## src/rtl/fft_stage_sequencer.sv

```systemverilog
// Radix-2 FFT stage sequencer: owns the sample RAM, walks log2(N) stages issuing butterfly commands.
// States: IDLE wait frame | CHECK validate N | ISSUE send butterflies | DRAIN wait write-backs | DONE results ready
module fft_stage_sequencer #(
  parameter int ADDR_WIDTH      = 12,
  parameter int MAX_OUTSTANDING = 4
) (
  input  logic                  i_clk,
  input  logic                  i_rst,
  input  logic                  i_DATA_LOADED,
  input  logic [11:0]           i_SAMPLES_NUMBER,
  input  logic                  i_RESULT_READ,
  input  logic                  i_BF_READY,
  input  logic                  i_BF_DONE,
  output logic                  o_BF_VALID,
  output logic [ADDR_WIDTH-1:0] o_ADDR_A,
  output logic [ADDR_WIDTH-1:0] o_ADDR_B,
  output logic [ADDR_WIDTH-2:0] o_TWIDDLE_IDX,
  output logic [3:0]            o_STAGE,
  output logic                  o_RAM_OWNER,
  output logic                  o_BUSY,
  output logic                  o_CALC_END,
  output logic                  o_ERR
);

  localparam logic [2:0] S_IDLE  = 3'd0;
  localparam logic [2:0] S_CHECK = 3'd1;
  localparam logic [2:0] S_ISSUE = 3'd2;
  localparam logic [2:0] S_DRAIN = 3'd3;
  localparam logic [2:0] S_DONE  = 3'd4;
  localparam logic [3:0] MAX_OUT = 4'(MAX_OUTSTANDING);

  logic [2:0]            state_q, state_d;
  logic [11:0]           n_q, n_d;
  logic [3:0]            l_q, l_d;
  logic [3:0]            s_q, s_d;
  logic [ADDR_WIDTH-1:0] k_q, k_d;
  logic [3:0]            out_q, out_d;
  logic                  valid_q, valid_d;
  logic [ADDR_WIDTH-1:0] a_q, a_d, b_q, b_d;
  logic [ADDR_WIDTH-2:0] tw_q, tw_d;
  logic                  owner_q, owner_d, busy_q, busy_d, end_q, end_d, err_q, err_d;

  logic                  xfer, done_eff, n_ok;
  logic [3:0]            n_log2, cmd_s;
  logic [ADDR_WIDTH-1:0] k_last, cmd_k, half, j, grp, cmd_a, cmd_b;
  logic [ADDR_WIDTH-2:0] cmd_tw;

  assign xfer     = (state_q == S_ISSUE) && valid_q && i_BF_READY;
  assign done_eff = i_BF_DONE && (out_q != 4'd0);
  assign out_d    = out_q + {3'b000, xfer} - {3'b000, done_eff};
  assign n_ok     = (n_q >= 12'd2) && (n_q <= 12'd2048) && ((n_q & (n_q - 12'd1)) == 12'd0);
  assign k_last   = ADDR_WIDTH'({1'b0, n_q[11:1]} - 12'd1);

  always_comb begin
    n_log2 = 4'd0;
    for (int i = 0; i < 12; i++) begin
      if (n_q[i]) n_log2 = 4'(i);
    end
  end

  // Next command: first of the following stage when leaving DRAIN, else k or k+1 of this stage.
  assign cmd_s = (state_q == S_DRAIN) ? s_q + 4'd1 : s_q;
  assign cmd_k = (state_q == S_DRAIN) ? '0 : (xfer ? k_q + 1'b1 : k_q);

  always_comb begin
    half   = ADDR_WIDTH'(1) << cmd_s;
    j      = cmd_k & (half - 1'b1);
    grp    = cmd_k >> cmd_s;
    cmd_a  = (grp << (cmd_s + 4'd1)) | j;
    cmd_b  = cmd_a | half;
    cmd_tw = (ADDR_WIDTH-1)'(j << (l_q - 4'd1 - cmd_s));
  end

  always_comb begin
    state_d = state_q;
    n_d     = n_q;
    l_d     = l_q;
    s_d     = s_q;
    k_d     = k_q;
    valid_d = valid_q;
    a_d     = a_q;
    b_d     = b_q;
    tw_d    = tw_q;
    owner_d = owner_q;
    busy_d  = busy_q;
    end_d   = end_q;
    err_d   = err_q;
    case (state_q)
      S_IDLE: begin
        owner_d = 1'b0;
        if (i_DATA_LOADED) begin
          n_d     = i_SAMPLES_NUMBER;
          state_d = S_CHECK;
        end
      end
      S_CHECK: begin
        if (n_ok) begin
          l_d     = n_log2;
          s_d     = 4'd0;
          k_d     = '0;
          err_d   = 1'b0;
          busy_d  = 1'b1;
          end_d   = 1'b0;
          state_d = S_ISSUE;
        end else begin
          err_d   = 1'b1;
          state_d = S_IDLE;
        end
      end
      S_ISSUE: begin
        owner_d = 1'b1;
        if (xfer && (k_q == k_last)) begin
          valid_d = 1'b0;
          state_d = S_DRAIN;
        end else if (!valid_q || xfer) begin
          // A presented command is only withdrawn by a transfer, so the cap never drops it mid-offer.
          k_d     = cmd_k;
          a_d     = cmd_a;
          b_d     = cmd_b;
          tw_d    = cmd_tw;
          valid_d = (out_d != MAX_OUT);
        end
      end
      S_DRAIN: begin
        if (out_q == 4'd0) begin
          if (s_q == l_q - 4'd1) begin
            end_d   = 1'b1;
            busy_d  = 1'b0;
            owner_d = 1'b0;
            state_d = S_DONE;
          end else begin
            s_d     = cmd_s;
            k_d     = '0;
            a_d     = cmd_a;
            b_d     = cmd_b;
            tw_d    = cmd_tw;
            valid_d = 1'b1;
            state_d = S_ISSUE;
          end
        end
      end
      S_DONE: begin
        if (i_DATA_LOADED) begin
          n_d     = i_SAMPLES_NUMBER;
          end_d   = 1'b0;
          state_d = S_CHECK;
        end else if (i_RESULT_READ) begin
          end_d   = 1'b0;
          state_d = S_IDLE;
        end
      end
      default: state_d = S_IDLE;
    endcase
  end

  always_ff @(posedge i_clk or posedge i_rst) begin
    if (i_rst) begin
      state_q <= S_IDLE;
      n_q     <= '0;
      l_q     <= '0;
      s_q     <= '0;
      k_q     <= '0;
      out_q   <= '0;
      valid_q <= 1'b0;
      a_q     <= '0;
      b_q     <= '0;
      tw_q    <= '0;
      owner_q <= 1'b0;
      busy_q  <= 1'b0;
      end_q   <= 1'b0;
      err_q   <= 1'b0;
    end else begin
      state_q <= state_d;
      n_q     <= n_d;
      l_q     <= l_d;
      s_q     <= s_d;
      k_q     <= k_d;
      out_q   <= out_d;
      valid_q <= valid_d;
      a_q     <= a_d;
      b_q     <= b_d;
      tw_q    <= tw_d;
      owner_q <= owner_d;
      busy_q  <= busy_d;
      end_q   <= end_d;
      err_q   <= err_d;
    end
  end

  assign o_BF_VALID    = valid_q;
  assign o_ADDR_A      = a_q;
  assign o_ADDR_B      = b_q;
  assign o_TWIDDLE_IDX = tw_q;
  assign o_STAGE       = s_q;
  assign o_RAM_OWNER   = owner_q;
  assign o_BUSY        = busy_q;
  assign o_CALC_END    = end_q;
  assign o_ERR         = err_q;

endmodule

```

## config.mk

```make
export PLATFORM = sky130hd
export DESIGN_NAME = fft_stage_sequencer
export DESIGN_NICKNAME = d
export VERILOG_FILES = /design/src/rtl/fft_stage_sequencer.sv
export SDC_FILE = /design/constraint.sdc
export NUM_CORES = 1
export LEC_CHECK = 0
export BUFFER_PORTS_ARGS = -buffer_cell sky130_fd_sc_hd__buf_2
export CAP_MARGIN = 0
export CORE_MARGIN = 10
export CORE_UTILIZATION = 40
export CTS_BUF_LIST = sky130_fd_sc_hd__clkbuf_16
export DETAILED_ROUTE_END_ITERATION = 10
export PLACE_DENSITY = 0.57
export SLEW_MARGIN = 5
export SYNTH_ARGS = -nofsm -noshare
export SYNTH_HDL_FRONTEND = slang
export SYNTH_SLANG_ARGS = --single-unit
```

## constraint.sdc

```tcl
create_clock -name i_clk -period 11.96 [get_ports i_clk]
set_input_delay 0 -clock i_clk [delete_from_list [all_inputs] [get_ports i_clk]]
set_output_delay 0 -clock i_clk [all_outputs]
set_load 0.01 [all_outputs]
```

==> reports/qor.yml <==
worst-r2r-cell-count: 15
fin_area_sq_um: 7490
synth_most_common_cell: "nor2_1"
grt.overflow.total: 0
drc: 0
drt_iter0_drc: 577
synth_edf_count: 0
path_buf_inv: 3
status: "complete, but fails checks"
drtPass1Iterations: 5
end_kind: "flip-flop"
startpoint_type: "flip-flop"
cp.required_ns: 12.22
power_leakage_uw: 0.00305
clkTransAtPathRegs_ns: 0.06
diodes: 0
layout_min_cycle_time_ns: 5.22
met2WireLength_um: 9820
yosysUniqueCellTypes: 94
grt_max_degree: 80
pin_count: 62
fin_ws_ns: 6.74
switchingPower_uw: 703
cts_root_buffer: "clkbuf_16"
start_util: 0.406
rr_endpoint: "o_TWIDDLE_IDX[6]$_DFFE_PP0P_"
async_flop_share: 1.00
slowest_delay_ns: 0.62
cts.sinks: 79
critical_path_arrival_ns: 5.48
cts_tree: "yes"
portBuffers: 61
nFillCells: 1694
synth_top_cells_by_count: "nor2_1, dfrtp_1, nand2_1, o21ai_0, a21oi_1"
r2r-start: "state_q[1]$_DFFE_PP0P_"
maxCapViolations: 0
worst-path-stages: 15
rows: 47
syn_to_final_growth_pct: 12.2
yosysWarnings: 0
cts_buffers: 9
drive_gt1_frac: 0.160
drt_wl_total_um: 21500
synth_fp_nets: 866
hold_viol: 52
clock_power_share: 0.182
cts_max_level: 3
violations: "hold timing"
critPathSlowestCell: "clkinv_1"
cts_resized: 0
die_area_sq_um: 22300
die_w_um: 149
pwr-share-seq: 0.293
met3WireLength_um: 1370
placed_cell_area_sq_um: 7050
p_per_area_nw_per_um2: 206
path_class: "reg -> reg"
wl_met1_um: 9920
yosysSeqAreaShare: 0.296
antenna_found_initial: 0
yosysTopAreaCellShare: 0.296
syn_inst: 831
fin_util: 0.455
hp-class: "in -> async"
grt_pass1_vias: 6266
vias_per_cell: 6.00
tightest_slew_ns: 1.03
synth_top_cell_by_area: "dfrtp_1"
syn_area_sq_um: 6680
grt_pass1_wl_um: 34700
synth-main-ff-cell: "dfrtp_1"
slew_violations: 0
internal_power_uw: 838
grt_setup_unrepaired: "false"
post-dp-hpwl_um: 15900
sw_frac_of_total: 0.456
antenna_left: 0
crit_path_frequent_cell: "mux2i_1"
critical-path-top-delay-family: "buffers and inverters"
fin_worst_skew_ns: 0.00905
holdWs_ns: -0.0461
dp_slack_ns: 6.85
fmax_mhz: 192
setup_violations: 0
wire_per_inst_um: 19.7
synth.avg_cell_area_sq_um: 8.04
via_count: 6551
p_comb_frac: 0.526
top_layer_used: "met4"
critical_path_peak_fanout: 40
gp_congestion: 0.999
die_y_um: 149
ff2ff_setup_slack_ns: 6.74
insertion_delay_ns: 0.35
synth_area_leaders: "dfrtp_1, nor2_1, o21ai_0"
core_sq_um: 16500
clk_path_buf_depth: 2
fin_crit_sh: 0.436
slew_headroom: 0.310
synth-seq-cells: 79
track_usage: 0.192
crit_chain: "nand3b_1 > clkinv_1 > ha_1 > buf_4 > clkinv_1 > nor2_1 > nand2_1 > ha_1 > o21ai_1 > mux2i_1 > nor3_1 > mux2i_1 > mux2i_1 > a21oi_1 > o31ai_1"
tns_ns: 0
irDropWorstVdd_uv: 108
nets: 901
==> stage by stage <==
step,power (uW),std cells,hold WS [ns]
floorplan,1050,831,0.109
global placement,1260,1060,0.200
detailed placement,1260,1060,0.209
CTS,1550,1091,0.0149
global route,1660,1091,0.0685
finish,1540,1091,-0.0461
==> worst register-to-register path, stage by stage, from the launching register on <==
cell,delay [ns]
dfrtp_1,0.56
nand3b_1,0.21
clkinv_1,0.48
ha_1,0.51
buf_4,0.38
clkinv_1,0.65
nor2_1,0.54
nand2_1,0.14
ha_1,0.26
o21ai_1,0.23
mux2i_1,0.15
nor3_1,0.33
mux2i_1,0.19
mux2i_1,0.23
a21oi_1,0.10
o31ai_1,0.19
==> registers in the layout, indices dropped and copies added, names as in the netlist <==
register / count
k_q: 12
l_q: 4
n_q: 12
o_ADDR_A: 12
o_ADDR_B: 12
o_BF_VALID: 1
o_BUSY: 1
o_CALC_END: 1
o_ERR: 1
o_RAM_OWNER: 1
o_STAGE: 4
o_TWIDDLE_IDX: 11
out_q: 4
state_q: 3
==> placed cells by master, fill, tap and decap left out, types with 8 or more instances in the layout <==
cell / count
nand2_1: 67
nor2_1: 90
o22ai_1: 8
nand2b_1: 16
buf_2: 61
xnor2_1: 31
nand4_1: 16
o211ai_1: 21
nor3_1: 26
mux2i_1: 10
o21ai_1: 9
o21a_1: 9
nand3_1: 22
buf_4: 9
mux2_2: 16
or4_1: 10
clkbuf_16: 9
o21ai_0: 62
ha_1: 16
inv_1: 34
a21oi_1: 52
dlygate4sd3_1: 15
o31ai_1: 14
a31oi_1: 9
dfrtp_1: 79
==> layer usage <==
metal / vias to the layer above / GRT usage
met3: 30 / 0.0434
li1: 3149 / -
met5: - / 0
met2: 197 / 0.298
met1: 3175 / 0.260
met4: 0 / 0.0574
==> power by group through the flow <==
| stage | registers (uW) | logic, uW | clock network (uW) |
|---|---|---|---|
| after floorplan | 432 | 616 | 0 |
| final | 451 | 810 | 280 |
| after global routing | 466 | 902 | 295 |
| after CTS | 452 | 813 | 286 |
| after detailed placement | 456 | 807 | 0 |
| after global placement | 453 | 805 | 0 |
==> cell families (layout without fill, tap and decap cells) <==
family                   after synthesis  count (layout)  synth area share
AO/OA/AOI/OAI                        271             271             0.286
buffers and inverters                 97             137            0.0611
multiplexers                          26              26            0.0420
AND/OR/NAND/NOR                      304             304             0.233
flip-flops                            79              79             0.296
adder cells (fa/ha/maj)               18              18            0.0345
XOR/XNOR                              36              36            0.0472
==> how the worst max path moves through the flow <==
| stage | from | end | slack [ns] |
|---|---|---|---|
| 4_1_cts | state_q[2]$_DFFE_PP0P_ | o_TWIDDLE_IDX[6]$_DFFE_PP0P_ | 6.83 |
| 3_3_place_gp | state_q[1]$_DFFE_PP0P_ | o_TWIDDLE_IDX[6]$_DFFE_PP0P_ | 6.99 |
| 2_1_floorplan | state_q[2]$_DFFE_PP0P_ | o_TWIDDLE_IDX[7]$_DFFE_PP0P_ | 8.06 |
| 5_1_grt | state_q[1]$_DFFE_PP0P_ | o_TWIDDLE_IDX[6]$_DFFE_PP0P_ | 6.33 |
| 3_5_place_dp | state_q[2]$_DFFE_PP0P_ | o_TWIDDLE_IDX[6]$_DFFE_PP0P_ | 6.85 |
| 6_report | state_q[1]$_DFFE_PP0P_ | o_TWIDDLE_IDX[6]$_DFFE_PP0P_ | 6.74 |
==> cell type report <==
type / instances / area, sq um / share of cell area
clock inverter: 7 / 65.1 / 0.00868
tap: 220 / 275 / 0.0367
timing repair buffer: 85 / 523 / 0.0698
multi-input combinational: 655 / 4290 / 0.573
sequential: 79 / 1980 / 0.264
inverter: 36 / 136 / 0.0182
clock buffer: 9 / 225 / 0.0301
==> timing repair <==
action,in CTS,in global routing
hold endpoints to repair,14,0
hold buffers,15,0
buffers inserted,0,0
Power figures use the tool's default switching activity.
